File: config.mk
export PLATFORM = sky130hd
export DESIGN_NAME = vga_timing_gen
export DESIGN_NICKNAME = d
export VERILOG_FILES = /design/src/rtl/vga_timing_gen.sv
export SDC_FILE = /design/constraint.sdc
export NUM_CORES = 1
export LEC_CHECK = 0
export ABC_CLOCK_PERIOD_IN_PS = 2400
export CAP_MARGIN = 25
export CORE_AREA = 10 10 92 94
export CTS_BUF_LIST = sky130_fd_sc_hd__clkbuf_16
export DETAILED_ROUTE_END_ITERATION = 8
export DIE_AREA = 0 0 102 104
export PLACE_DENSITY_LB_ADDON = 0.2
export SLEW_MARGIN = 20
export SYNTH_ARGS = -nofsm -noshare
export SYNTH_HDL_FRONTEND = slang
export SYNTH_SLANG_ARGS = --single-unit
File: constraint.sdc
create_clock -name CLK_40 -period 2.4 [get_ports CLK_40]
set_clock_uncertainty 0.2 [all_clocks]
set_input_delay 0.72 -clock CLK_40 [delete_from_list [all_inputs] [get_ports CLK_40]]
set_output_delay 0.72 -clock CLK_40 [all_outputs]
set_load 0.02 [all_outputs]
File: src/rtl/vga_timing_gen.sv
// VGA raster timing generator: pixel-enable divider, raster counters, sync/blank
// flags, line/frame strobes and a look-ahead fetch coordinate for frame-buffer reads.
module vga_timing_gen #(
  parameter int PIX_DIV = 1,
  parameter int H_AREA  = 800,
  parameter int H_FP    = 40,
  parameter int H_SYNC  = 128,
  parameter int H_BP    = 88,
  parameter int V_AREA  = 600,
  parameter int V_FP    = 1,
  parameter int V_SYNC  = 4,
  parameter int V_BP    = 23,
  parameter bit HS_POL  = 1'b1,
  parameter bit VS_POL  = 1'b1,
  parameter int LEAD    = 2,
  localparam int H_TOTAL = H_AREA + H_FP + H_SYNC + H_BP,
  localparam int V_TOTAL = V_AREA + V_FP + V_SYNC + V_BP,
  localparam int X_W     = $clog2(H_TOTAL),
  localparam int Y_W     = $clog2(V_TOTAL)
) (
  input  logic           CLK_40,
  input  logic           reset,
  input  logic           en,
  output logic           pix_en,
  output logic [X_W-1:0] x_pos,
  output logic [Y_W-1:0] y_pos,
  output logic           hsync,
  output logic           vsync,
  output logic           blank,
  output logic           active,
  output logic           line_start,
  output logic           frame_start,
  output logic [X_W-1:0] fetch_x,
  output logic [Y_W-1:0] fetch_y,
  output logic           fetch_valid
);

  localparam int DIV_W = (PIX_DIV > 1) ? $clog2(PIX_DIV) : 1;
  localparam logic [DIV_W-1:0] DIV_LAST = DIV_W'(PIX_DIV - 1);
  localparam logic [X_W-1:0]   X_LAST   = X_W'(H_TOTAL - 1);
  localparam logic [Y_W-1:0]   Y_LAST   = Y_W'(V_TOTAL - 1);
  // Reset fetch position is the last back-porch pixel advanced by LEAD with frame wrap.
  localparam int FX_RST = (LEAD > 0) ? LEAD - 1 : H_TOTAL - 1;
  localparam int FY_RST = (LEAD > 0) ? 0 : V_TOTAL - 1;
  localparam bit FV_RST = (FX_RST < H_AREA) && (FY_RST < V_AREA);
  localparam int HS_LO  = H_AREA + H_FP;
  localparam int HS_HI  = H_AREA + H_FP + H_SYNC;
  localparam int VS_LO  = V_AREA + V_FP;
  localparam int VS_HI  = V_AREA + V_FP + V_SYNC;

  function automatic logic in_win(input int v, input int lo, input int hi);
    return (v >= lo) && (v < hi);
  endfunction

  logic [DIV_W-1:0] div_q, div_d;
  logic [X_W-1:0]   x_q, x_d, fx_q, fx_d;
  logic [Y_W-1:0]   y_q, y_d, fy_q, fy_d;
  logic             pix_q, ls_q, fs_q, hs_q, vs_q, blank_q, fv_q;
  logic             tick;

  assign tick = en && (div_q == DIV_LAST);

  always_comb begin
    div_d = div_q;
    if (en) div_d = (div_q == DIV_LAST) ? '0 : div_q + 1'b1;
  end

  // Display and fetch pairs share the same wrap rules; only their start points differ.
  always_comb begin
    x_d  = x_q;
    y_d  = y_q;
    fx_d = fx_q;
    fy_d = fy_q;
    if (tick) begin
      if (x_q == X_LAST) begin
        x_d = '0;
        y_d = (y_q == Y_LAST) ? '0 : y_q + 1'b1;
      end else begin
        x_d = x_q + 1'b1;
      end
      if (fx_q == X_LAST) begin
        fx_d = '0;
        fy_d = (fy_q == Y_LAST) ? '0 : fy_q + 1'b1;
      end else begin
        fx_d = fx_q + 1'b1;
      end
    end
  end

  always_ff @(posedge CLK_40) begin
    if (reset) begin
      div_q   <= '0;
      x_q     <= X_LAST;
      y_q     <= Y_LAST;
      fx_q    <= X_W'(FX_RST);
      fy_q    <= Y_W'(FY_RST);
      pix_q   <= 1'b0;
      ls_q    <= 1'b0;
      fs_q    <= 1'b0;
      hs_q    <= ~HS_POL;
      vs_q    <= ~VS_POL;
      blank_q <= 1'b1;
      fv_q    <= FV_RST;
    end else begin
      div_q <= div_d;
      pix_q <= tick;
      ls_q  <= tick && (x_d == '0);
      fs_q  <= tick && (x_d == '0) && (y_d == '0);
      // Flags come from the next-state counters so they align with the new position.
      if (tick) begin
        x_q     <= x_d;
        y_q     <= y_d;
        fx_q    <= fx_d;
        fy_q    <= fy_d;
        hs_q    <= in_win(int'(x_d), HS_LO, HS_HI) ? HS_POL : ~HS_POL;
        vs_q    <= in_win(int'(y_d), VS_LO, VS_HI) ? VS_POL : ~VS_POL;
        blank_q <= !(in_win(int'(x_d), 0, H_AREA) && in_win(int'(y_d), 0, V_AREA));
        fv_q    <= in_win(int'(fx_d), 0, H_AREA) && in_win(int'(fy_d), 0, V_AREA);
      end
    end
  end

  assign pix_en      = pix_q;
  assign x_pos       = x_q;
  assign y_pos       = y_q;
  assign hsync       = hs_q;
  assign vsync       = vs_q;
  assign blank       = blank_q;
  assign active      = ~blank_q;
  assign line_start  = ls_q;
  assign frame_start = fs_q;
  assign fetch_x     = fx_q;
  assign fetch_y     = fy_q;
  assign fetch_valid = fv_q;

endmodule

==> impl_results.md, run 1 <==
* Outcome: complete, but fails checks
* Failing checks: negative setup slack
* Pre-CTS setup slack at -0.824 ns
* Area occupied by multi-input gates at 1880 sq um
* Placement Cell Area at 3970 sq um
* Worst path required time at 2.41 ns
* Width of the chip at 102 microns
* CP max FO at 4
* H-tree depth at 2
* P_leak at 1.80 nW
* Largest net degree at the start of global routing at 32
* Syn Nets at 369
* Fraction of registers with async set/reset at 0
* Initial core utilization at 0.432
* CORE AREA at 6680 sq um
* # hold bufs at CTS at 0
* Storage element area at 992 sq um
* Reg-to-Reg Start: x_pos[8]
* Vias in the first global route at 3,002
* Wirelength per Cell at 15.8 microns
* Hold slack at 0.266 ns
* Top cells by count, synth: dfxtp_1, nor2_1, a21oi_1
* Vias per std cell at 5.64
* Diode count at 0
* Total routed wirelength at 8740 microns
* CTS tree: built
* Clock buffer count from CTS at 5
* Worst-path clk slew at 0.07 ns
* Final weighted congestion in routability-driven placement at 0.957
* Gr ovfl total at 0
* RSZ-0062 raised after global routing: yes
* Min cycle time layout at 2.44 ns
* DR iter-0 viols at 113
* Maxcap violations at 0
* Top Ports at 53
* Syn Std Cell Area at 2880 sq um
* DRT Pass-1 Iters at 4
* Clk sinks at 49
* Top FF cell, synth: dfxtp_1
* Worst reg2reg path depth at 6
* Average size of a mapped cell at 7.97 sq um
* Vias at 3,120
* Share of cells above drive strength 1 at 0.254
* CP endpoint: vsync
* Highest clock rate at 0.410 GHz
* First-pass GRT wire length at 14,100 microns
* Antenna Violating Nets Remaining at 0
* Seq cells post-synth at 49
* Setup tns final at -0.0397 ns
* Reg2reg setup slack at -0.04 ns
* Fin worst setup slack at -0.0397 ns
* Synth area leader: dfxtp_1
* Worst VDD drop at 0.000272 V
* Post-Syn Instances at 362
* CTS root buffer: clkbuf_16
* Critical Path Start: x_pos[8]
* Least-Margin Pin Slew at 0.490 ns
* Syn. warnings at 0
* Deepest clock path buffer count at 2
* CP Capture Type: register
* Fin area at 4250 sq um
* Final Max Tran Viols at 0
* Total track usage at 0.158
* Crit path DAT at 2.45 ns
* Total chip power at 2.50 mW
* Post-synth EDFFs at 0
* Max_slew headroom at 0.670
* Most frequent cell after synthesis: dfxtp_1
* Worst Hold Class: reg -> reg
* Endpoints failing hold at 0
* Final nets at 479
* Critical Setup Path Class: reg -> reg
* Synth unique cells at 60
* Initial antenna violation count at 0
* Area Growth Syn to Fin at 47.2%
* FP Rows at 30
* Largest cells by area after synthesis: dfxtp_1, nor2_1, a21oi_1
* Crit share post-route at 1.02
* Worst-Skew Late Latency at 0.29 ns
* Seq/Total Area, Yosys at 0.340
* Worst Setup Start Kind: register
* Die area at 10,600 sq um
* DP HPWL at 6550 microns
* End of the worst register-to-register path: vsync
* Top cell type's share of synthesized area at 0.340
* Die height at 104 microns
* Fillers at 597
* DRC Markers at 0
* Worst hold path startpoint: vsync
* Final setup viols at 1
* Number of port buffers at 52
* Total power per unit cell area at 588 nW/um^2
## layout by cell type, fill, tap and decap left out, types with 3 or more instances in the layout
| master | Yosys | routed |
|---|---|---|
| nand4_1 | 16 | 16 |
| dlymetal6s2s_1 | 0 | 6 |
| a21o_1 | 3 | 3 |
| and3_1 | 12 | 10 |
| buf_4 | 0 | 70 |
| inv_1 | 7 | 7 |
| nand2b_1 | 8 | 8 |
| nor2_1 | 35 | 35 |
| ha_1 | 4 | 4 |
| nand3_1 | 20 | 18 |
| clkdlybuf4s50_1 | 0 | 45 |
| a21oi_2 | 0 | 3 |
| clkbuf_16 | 0 | 5 |
| and4_1 | 6 | 6 |
| or3_1 | 5 | 4 |
| xnor2_1 | 14 | 14 |
| nor4_1 | 7 | 6 |
| or2_2 | 6 | 6 |
| xor2_1 | 11 | 11 |
| dfxtp_1 | 49 | 44 |
| nand2_1 | 25 | 25 |
| dfxtp_2 | 0 | 3 |
| o21ai_0 | 11 | 11 |
| a31oi_1 | 8 | 8 |
| a21oi_1 | 26 | 23 |
| nor3_1 | 17 | 15 |
## critical path, stage by stage (launching register included)
cell and delay (ns):
dfxtp_2 0.32, or4b_4 0.57, nor4_4 0.28, nand4_1 0.16, xor2_1 0.17, or4_1 0.50
o31ai_2 0.17
## cell families after synthesis
group,after synthesis,share of synthesized area
AOI/OAI and AO/OA,76,0.171
xor gates and xnor gates,25,0.0759
adders and majority gates,4,0.0174
buffers and inverters,29,0.0434
DFF,49,0.340
muxes,2,0.00738
and+or+nand+nor,177,0.344
## how the worst min path moves through the flow
stage	to	slack [ns]	depth (start not counted)
6_report	vsync	0.27	2
5_1_grt	vsync	0.29	2
4_1_cts	vsync	0.27	2
3_5_place_dp	vsync	0.25	2
3_3_place_gp	vsync	0.26	2
2_1_floorplan	x_pos[0]	0.31	1
## layer usage
metal	vias up	GRT usage	wire (microns)
met5	-	0	0
met4	0	0.0524	142
met3	14	0.0392	584
met2	99	0.258	4170
met1	1453	0.195	3840
li1	1554	-	-
## flip-flops by register name, indices dropped and copies added, names as in the netlist
| name | count |
|---|---|
| vsync | 1 |
| hsync | 1 |
| y_pos | 10 |
| x_pos | 11 |
| pix_en | 1 |
| frame_start | 1 |
| blank | 1 |
| fetch_y | 10 |
| line_start | 1 |
| fetch_valid | 1 |
| fetch_x | 11 |
## through the flow
step            util  std cells
6_report       0.636        553
4_1_cts        0.620        549
3_3_place_gp   0.595        540
5_1_grt        0.636        553
3_5_place_dp   0.595        540
2_1_floorplan      -        362
## report_power, final
| group | switching [mW] | internal, mW | total (mW) |
|---|---|---|---|
| registers | 0.0448 | 0.859 | 0.903 |
| clock network | 0.322 | 0.389 | 0.711 |
| logic | 0.454 | 0.430 | 0.883 |
## cell type report
cell class / instances / share of cell area
Clock buffer: 5 / 0.0295
Clock inverter: 3 / 0.00471
Inverter: 7 / 0.00619
Multi-Input combinational cell: 284 / 0.444
Sequential cell: 49 / 0.234
Tap cell: 80 / 0.0236
Timing Repair Buffer: 125 / 0.259
## what timing repair did
| item | in CTS | in global routing |
|---|---|---|
| buffers inserted | 1 | 4 |
| resized for setup | 9 | 20 |
| pin swaps | 7 | 6 |
| setup endpoints to repair | 19 | 14 |
No activity file was read; power rests on OpenSTA's default activity.
==> inputs of run 2 (changes only) <==
--- a/config.mk
+++ b/config.mk
@@ -11,6 +11,7 @@
 export CTS_BUF_LIST = sky130_fd_sc_hd__clkbuf_16
 export DETAILED_ROUTE_END_ITERATION = 8
 export DIE_AREA = 0 0 102 104
+export HOLD_SLACK_MARGIN = 0.1
 export PLACE_DENSITY_LB_ADDON = 0.2
 export SLEW_MARGIN = 20
 export SYNTH_ARGS = -nofsm -noshare
==> results of run 2 <==
Same layout as run 1: the final DEF is identical, and so are final timing and power.
==> inputs of run 3 (changes only) <==
--- a/config.mk
+++ b/config.mk
@@ -5,7 +5,7 @@
 export SDC_FILE = /design/constraint.sdc
 export NUM_CORES = 1
 export LEC_CHECK = 0
-export ABC_CLOCK_PERIOD_IN_PS = 2400
+export ABC_CLOCK_PERIOD_IN_PS = 2680
 export CAP_MARGIN = 25
 export CORE_AREA = 10 10 92 94
 export CTS_BUF_LIST = sky130_fd_sc_hd__clkbuf_16
==> constraint.sdc (replaced) <==
create_clock -name CLK_40 -period 2.68 [get_ports CLK_40]
set_clock_uncertainty 0.2 [all_clocks]
set_input_delay 0.804 -clock CLK_40 [delete_from_list [all_inputs] [get_ports CLK_40]]
set_output_delay 0.804 -clock CLK_40 [all_outputs]
set_load 0.02 [all_outputs]
==> run 3 against run 2 <==
The run now ends clean. Design area decreased by 4.1%. Core utilization down 2.6 points. Sequential power decreased by 8.6%. Clock-buffer cell count did not move. Worst setup slack better by 0.13 ns. Sequential share of layout area up 0.88 points. Final cell count fell by 2.7%. Non-clock buffer count shrank 15. Clock power fell by 0.8%. Register-to-register slack better by 0.13 ns.
==> impl_results.md, run 3 (synthesis gave the netlist of run 1 again) <==
* Storage element area at 987 sq um (was 992 sq um)
* Vias at 3,055 (was 3,120)
* Crit share post-route at 0.967 (was 1.02)
* Fillers at 626 (was 597)
* Maxcap violations at 0 (unchanged)
* Clk sinks at 49 (unchanged)
* Final nets at 464 (was 479)
* Hold slack at 0.271 ns (was 0.266 ns)
* Largest net degree at the start of global routing at 43 (was 32)
* Gr ovfl total at 0 (unchanged)
* Worst Hold Class: reg -> reg (unchanged)
* DRC Markers at 0 (unchanged)
* Final std cells w/o fill at 538 (was 553)
* Die height at 104 microns (unchanged)
* Area occupied by multi-input gates at 1840 sq um (was 1880 sq um)
* Total track usage at 0.150 (was 0.158)
* CP max stage delay at 0.57 ns (about the same)
* Top Ports at 53 (unchanged)
* Area Growth Syn to Fin at 41.2% (was 47.2%)
* Worst-Skew Late Latency at 0.29 ns (about the same)
* Commonest cells after routing, fill and taps aside: buf_4, clkdlybuf4s50_1, dfxtp_1 (unchanged)
* Initial antenna violation count at 0 (unchanged)
* Final setup viols at 0 (was 1)
* DP HPWL at 6210 microns (was 6550 microns)
* DRT Pass-1 Iters at 4 (unchanged)
* Antenna Violating Nets Remaining at 0 (unchanged)
* P_leak at 1.62 nW (was 1.80 nW)
* Number of port buffers at 52 (unchanged)
* Vias in the first global route at 2,767 (was 3,002)
* Width of the chip at 102 microns (unchanged)
* Die area at 10,600 sq um (unchanged)
* CORE AREA at 6680 sq um (unchanged)
* Clock buffer count from CTS at 5 (unchanged)
* Worst-path clk slew at 0.06 ns (was 0.07 ns)
* Max_slew headroom at 0.654 (was 0.670)
* Initial core utilization at 0.432 (unchanged)
* Diode count at 0 (unchanged)
* Critical Setup Path Class: reg -> reg (unchanged)
* DP Cell Count at 528 (was 540)
* DR iter-0 viols at 145 (was 113)
* Deepest clock path buffer count at 2 (unchanged)
* Final Max Tran Viols at 0 (unchanged)
* Crit path DAT at 2.60 ns (was 2.45 ns)
* CP Cell Sequence: or4b_4 > nor4_4 > and4_1 > o22ai_2 > or4_4 > o31ai_2 (was or4b_4 > nor4_4 > nand4_1 > xor2_1 > or4_1 > o31ai_2)
* Highest clock rate at 0.386 GHz (was 0.410 GHz)
* Total power per unit cell area at 557 nW/um^2 (was 588 nW/um^2)
* Commonest non-fill, non-tap cell in the layout: buf_4 (unchanged)
* Share of cells above drive strength 1 at 0.205 (was 0.254)
* Total routed wirelength at 8450 microns (was 8740 microns)
* Least-Margin Pin Slew at 0.514 ns (was 0.490 ns)
* Total chip power at 2.27 mW (was 2.50 mW)
* Final weighted congestion in routability-driven placement at 0.887 (was 0.957)
* FP Rows at 30 (unchanged)
* CP Capture Type: register (unchanged)
* First-pass GRT wire length at 13,400 microns (was 14,100 microns)
* Slowest CP cell: or4b_4 (unchanged)
* Vias per std cell at 5.68 (was 5.64)
* CP max FO at 5 (was 4)
* H-tree depth at 2 (unchanged)
* Worst VDD drop at 0.000379 V (was 0.000272 V)
* Worst path required time at 2.69 ns (was 2.41 ns)
* Worst Setup Start Kind: register (unchanged)
* CTS tree: built (unchanged)
* Endpoints failing hold at 0 (unchanged)
* Outcome: finished clean (was complete, but fails checks)
* Wirelength per Cell at 15.7 microns (was 15.8 microns)
* Min cycle time layout at 2.59 ns (was 2.44 ns)
* CTS root buffer: clkbuf_16 (unchanged)
==> run 3: metal layers <==
layer  part of all wire  global-route usage  up-vias
met5                  0                   0        -
met4              0.014              0.0464        0
met3              0.056              0.0432       10
met2               0.47               0.236       72
met1               0.46               0.192     1438
li1                   -                   -     1535
==> run 3: layout make-up <==
class | instances | area share
inverters | 7 | 0.00645
well taps | 80 | 0.0246
clock inverters | 3 | 0.00922
repair buffers | 110 | 0.234
flip-flops and latches | 49 | 0.242
clock buffers | 5 | 0.0307
multi-input cells | 284 | 0.452
==> run 3: report_power, final <==
| group | switching (mW) | internal, mW | leakage (nW) |
|---|---|---|---|
| logic | 0.379 | 0.358 | 1.13 |
| registers | 0.0542 | 0.770 | 0.398 |
| clock network | 0.271 | 0.434 | 0.0826 |
| total | 0.704 | 1.56 | 1.62 |
==> run 3: through the flow <==
| step | util | setup TNS (ns) | worst slack, ns | instance area, sq um |
|---|---|---|---|---|
| 2_1_floorplan | - | 0 | 0.0205 | 2890 |
| 4_1_cts | 0.599 | 0 | 0.00285 | 4000 |
| 6_report | 0.609 | 0 | 0.0896 | 4070 |
| 5_1_grt | 0.609 | -0.0248 | -0.0191 | 4070 |
| 3_3_place_gp | 0.574 | -5.83 | -0.638 | 3830 |
| 3_5_place_dp | 0.574 | -6.71 | -0.709 | 3830 |
==> run 3: worst max-delay path, delay by kind of cell, from the launching register on <==
kind,cells,cell delay (ns)
AND/OR/NAND/NOR,4,1.69
AO/OA/AOI/OAI,2,0.27
flip-flops,1,0.35
==> run 3: path summary, 6_finish.rpt <==
check | endpoint | cells after the start | slack, ns | start
worst max-delay path | vsync | 6 | 0.09 | x_pos[8]
worst min-delay path | vsync | 2 | 0.27 | vsync
worst max register to register | vsync | 6 | 0.09 | x_pos[8]
worst min register to register | vsync | 2 | 0.27 | vsync
==> run 3: repair_timing <==
action                     4_1_cts  5_1_grt
buffers inserted                 0        2
hold buffers                     0        0
pin swaps                        2        4
gates resized for setup          4       15
setup endpoints to repair        9        5
